**src/rtl/xmem_arbiter.sv**
```systemverilog
// Two-master Wishbone classic arbiter for the shared 32-bit external-memory slave.
// Round-robin with bus hold, plus bounded-burst preemption on transaction boundaries.
module xmem_arbiter #(
    parameter int MAX_BURST = 16,
    parameter int CNT_BITS  = 5
) (
    input  logic        clk,
    input  logic        rst_n,
    input  logic [2:31] m0_adr_i,
    input  logic [0:31] m0_dat_i,
    output logic [0:31] m0_dat_o,
    input  logic        m0_we_i,
    input  logic [0:3]  m0_sel_i,
    input  logic        m0_stb_i,
    input  logic        m0_cyc_i,
    output logic        m0_ack_o,
    input  logic [2:31] m1_adr_i,
    input  logic [0:31] m1_dat_i,
    output logic [0:31] m1_dat_o,
    input  logic        m1_we_i,
    input  logic [0:3]  m1_sel_i,
    input  logic        m1_stb_i,
    input  logic        m1_cyc_i,
    output logic        m1_ack_o,
    output logic [2:31] s_adr_o,
    output logic [0:31] s_dat_o,
    input  logic [0:31] s_dat_i,
    output logic        s_we_o,
    output logic [0:3]  s_sel_o,
    output logic        s_stb_o,
    output logic        s_cyc_o,
    input  logic        s_ack_i,
    output logic [1:0]  grant,
    output logic [15:0] preempt_cnt
);

    // Encodings double as the one-hot grant output.
    typedef enum logic [1:0] {
        IDLE = 2'b00,
        G0   = 2'b01,
        G1   = 2'b10
    } state_t;

    state_t              state, state_next;
    logic                last, last_next;
    logic [CNT_BITS-1:0] burst_cnt;
    logic                burst_full;
    logic                other_cyc;
    logic                preempt;

    assign grant      = state;
    assign m0_dat_o   = s_dat_i;
    assign m1_dat_o   = s_dat_i;
    assign burst_full = (MAX_BURST > 0) && ((int'(burst_cnt) + 1) >= MAX_BURST);

    always_comb begin
        other_cyc = 1'b0;
        case (state)
            G0:      other_cyc = m1_cyc_i;
            G1:      other_cyc = m0_cyc_i;
            default: other_cyc = 1'b0;
        endcase
    end

    // Preemption is only taken on an ack cycle, so an in-flight transfer always completes.
    always_comb begin
        state_next = state;
        last_next  = last;
        preempt    = 1'b0;
        case (state)
            IDLE: begin
                if (m0_cyc_i && m1_cyc_i) state_next = last ? G0 : G1;
                else if (m0_cyc_i)        state_next = G0;
                else if (m1_cyc_i)        state_next = G1;
            end
            G0: begin
                if (!m0_cyc_i) begin
                    last_next  = 1'b0;
                    state_next = m1_cyc_i ? G1 : IDLE;
                end else if (s_ack_i && burst_full && m1_cyc_i) begin
                    preempt    = 1'b1;
                    last_next  = 1'b0;
                    state_next = G1;
                end
            end
            G1: begin
                if (!m1_cyc_i) begin
                    last_next  = 1'b1;
                    state_next = m0_cyc_i ? G0 : IDLE;
                end else if (s_ack_i && burst_full && m0_cyc_i) begin
                    preempt    = 1'b1;
                    last_next  = 1'b1;
                    state_next = G0;
                end
            end
            default: state_next = IDLE;
        endcase
    end

    always_ff @(posedge clk or negedge rst_n) begin
        if (!rst_n) begin
            state       <= IDLE;
            last        <= 1'b1;
            burst_cnt   <= '0;
            preempt_cnt <= '0;
        end else begin
            state <= state_next;
            last  <= last_next;
            if (state_next != state)
                burst_cnt <= '0;
            else if (s_ack_i && other_cyc && (burst_cnt != '1))
                burst_cnt <= burst_cnt + 1'b1;
            if (preempt && (preempt_cnt != '1))
                preempt_cnt <= preempt_cnt + 1'b1;
        end
    end

    always_comb begin
        s_adr_o  = '0;
        s_dat_o  = '0;
        s_we_o   = 1'b0;
        s_sel_o  = '0;
        s_stb_o  = 1'b0;
        s_cyc_o  = 1'b0;
        m0_ack_o = 1'b0;
        m1_ack_o = 1'b0;
        case (state)
            G0: begin
                s_adr_o  = m0_adr_i;
                s_dat_o  = m0_dat_i;
                s_we_o   = m0_we_i;
                s_sel_o  = m0_sel_i;
                s_stb_o  = m0_stb_i;
                s_cyc_o  = m0_cyc_i;
                m0_ack_o = s_ack_i;
            end
            G1: begin
                s_adr_o  = m1_adr_i;
                s_dat_o  = m1_dat_i;
                s_we_o   = m1_we_i;
                s_sel_o  = m1_sel_i;
                s_stb_o  = m1_stb_i;
                s_cyc_o  = m1_cyc_i;
                m1_ack_o = s_ack_i;
            end
            default: ;
        endcase
    end

endmodule

```
**config.mk**
```make
export PLATFORM = sky130hd
export DESIGN_NAME = xmem_arbiter
export DESIGN_NICKNAME = d
export VERILOG_FILES = /design/src/rtl/xmem_arbiter.sv
export SDC_FILE = /design/constraint.sdc
export NUM_CORES = 1
export LEC_CHECK = 0
export BUFFER_PORTS_ARGS = -buffer_cell sky130_fd_sc_hd__buf_2
export CORE_AREA = 2 2 125 127
export CTS_CLUSTER_SIZE = 25
export DETAILED_ROUTE_END_ITERATION = 7
export DIE_AREA = 0 0 127 129
export PLACE_DENSITY = 0.63
export SETUP_SLACK_MARGIN = 0.02
export SLEW_MARGIN = 20
export SYNTH_ARGS = -nofsm -noshare
export SYNTH_HDL_FRONTEND = slang
export SYNTH_SLANG_ARGS = --single-unit
```
**constraint.sdc**
```tcl
create_clock -name clk -period 4.35 [get_ports clk]
set_input_delay 0.87 -clock clk [delete_from_list [all_inputs] [get_ports clk]]
set_output_delay 0.87 -clock clk [all_outputs]
set_load 0.01 [all_outputs]
```
==> impl_metrics.yaml <==
outcome:
  status: "finished clean"
pwr:
  p_comb_frac: 0.748
  powerDensity_nw_per_um2: 492
  vdd_drop_max_uv: 464
  seqPwrFrac: 0.138
  p_int_mw: 1.01
  p_switching_mw: 0.946
  power_frac_clock: 0.114
  cellLeakagePower_nw: 1.93
  swShare: 0.483
clock_tree:
  clock_latency_ps: 260
  cts_resized: 0
  cts_max_path_buffers: 2
  cts_hold_buf: 0
  clock-root-buffer: "clkbuf_16"
  cts_buffers: 3
  clk_pin_slew_ps: 70
  cts_tree: "built"
  post_cts_buffers: 0
  clock-sinks: 24
  cts_htree_levels: 1
placement:
  port_buffers: 229
  gp_congestion: 0.770
  dp_hpwl_mm: 10.3
routing:
  vias_per_cell: 4.67
  antenna_left: 0
  routedWlPerCell_um: 17.8
  drt-total-wl_mm: 12.8
  via_count: 3367
  drt_iter0_drc: 256
  drt_drc_violations_left: 0
  dr.pass1.iters: 4
sta:
  min_period_over_period: 0.761
  max-slew-margin-rel: 0.477
  setup_viol: 0
  finClkSkew_ps: 8.11
  drv_slew: 0
  tns_ps: 0
  max_freq_mhz: 302
  layout_min_cycle_time_ps: 3310
  rsz0062_at_grt: "no"
  worstMarginPinSlew_ps: 785
  final_hold_viol_count: 0
synthesis:
  synth_compound_area_frac: 0.235
  synth_fa_ha_area_frac: 0.0289
  avgSynthCellArea_um2: 7.84
  synthTopCellsByCount: "a22oi_1 (70), nor2b_1 (70), buf_4 (64), clkbuf_1 (25), dfrtp_1 (23)"
  synth.distinct_cells: 48
  synth_top_area_cell: "dfrtp_1"
  ys_ff_latch: 24
  netlist_area_um2: 3040
  synth_nets: 567
  yosysSeqAreaShare: 0.198
  synth.area.mux_share: 0.0177
  synth-main-ff-cell: "dfrtp_1"
  yosys_warnings: 0
  syn_inst: 387
  async_reset_ff_frac: 1.00
  synth_area_leaders: "dfrtp_1 (19%), a22oi_1 (17%), buf_4 (16%)"
  synth-simple-area-share: 0.272
  synth_xor_area_frac: 0.0462
  synth_edf_count: 0
  synth_top_family_by_area: "simple AND/OR/NAND/NOR gates"
  synth_top_area_frac: 0.190
critical_path:
  worst-setup-path-type: "flip-flop to output port"
  cp-start-kind: "flip-flop"
  required_ps: 3480
  worst_ep_arrival_time_ps: 2440
  cp-end-kind: "output port"
  crit_fanout: 41
floorplanning:
  die_w_um: 127
  dieArea_um2: 16400
  fp.dieH_um: 129
  initial_core_util: 0.203
  fp-row-count: 45
  ios: 326
  coreArea_um2: 15000
grt:
  track_usage: 0.140
  grt_pass1_vias: 3037
  grt_start_max_net_pins: 72
  grt_pass1_wl_mm: 17.9
  grt-ovfl-total: 0
  antenna_found_initial: 0
final_layout:
  fin_nets: 714
  n_fill_cell: 1672
  diodes: 0
  final_util: 0.266
  drive_above_1_share: 0.475
  layout-area-overhead-vs-synth_pct: 31.2
job:
  drv_cap: 0
worst_hold_path:
  hp-class: "flip-flop to flip-flop"
final cells by class:
class                      count  area (um^2)  share of cell area
multi-input combinational    266         1830               0.459
tap                          188          235              0.0591
timing repair buffer         234         1210               0.304
inverter                       5         18.8             0.00471
clock buffer                   4         88.8              0.0223
sequential                    24          602               0.151
cell usage in the layout (no fill, tap or decap), types with 3 or more instances in the layout:
cell type,instances
nor2_1,11
nand3_1,10
nand2_1,15
buf_2,229
nor2b_1,70
nor3_1,3
nand4_1,13
a21oi_1,5
xnor2_1,12
clkbuf_16,3
dfrtp_1,23
and2_1,4
a22oi_1,70
ha_2,3
inv_1,5
ha_1,4
buf_4,3
mux2_2,3
o21ai_0,7
nand3b_1,3
xor2_1,4
routing by layer:
layer  global-route usage  share of wire
met4               0.0414          0.029
met1                0.196           0.43
met5                    0              0
met2                0.192           0.42
met3               0.0632           0.12
logic make-up after synthesis:
group,count (synthesis)
flip-flops,24
multiplexers,5
buffers and inverters,97
AND/OR/NAND/NOR,140
adder cells (fa/ha/maj),7
XOR/XNOR,16
AO/OA/AOI/OAI,98
registers in the layout, indices dropped and copies added (netlist names):
name         flops
burst_cnt        5
preempt_cnt     16
last             1
grant            2
critical path, cell delays in order (launching register included):
cell and delay [ps]:
dfrtp_1 460, inv_1 190, ha_2 730, buf_4 360
a22oi_1 130, nor2b_1 160, buf_2 140
power groups by stage:
stage	Clock (mW)	Sequential, mW	Combinational, mW
final	0.223	0.270	1.47
after detailed placement	0	0.273	1.47
after global placement	0	0.272	1.46
after floorplan	0	0.270	0.958
after global routing	0.234	0.274	1.61
after CTS	0.225	0.269	1.48
final timing paths:
check | from | endpoint | slack [ps] | depth (start not counted)
worst max-delay path | grant[1] | s_adr_o[27] | 1040 | 6
worst min-delay path | preempt_cnt[6] | preempt_cnt[6] | 520 | 1
worst max register to register | grant[1] | burst_cnt[3] | 1510 | 8
worst min register to register | preempt_cnt[6] | preempt_cnt[6] | 520 | 1
max in group asynchronous | rst_n | preempt_cnt[0] | 3380 | 1
min in group asynchronous | rst_n | preempt_cnt[4] | 590 | 1
metrics by stage:
stage | hold slack (ps) | total power, mW | area (um^2) | cells | setup WS [ps]
after floorplan | 515 | 1.23 | 3040 | 387 | 1620
after global placement | 513 | 1.73 | 3870 | 716 | 1300
after detailed placement | 513 | 1.74 | 3870 | 716 | 1250
after CTS | 523 | 1.97 | 3960 | 720 | 961
after global routing | 543 | 2.12 | 3980 | 721 | 847
final | 522 | 1.96 | 3980 | 721 | 1040
Power figures use the tool's default switching activity.
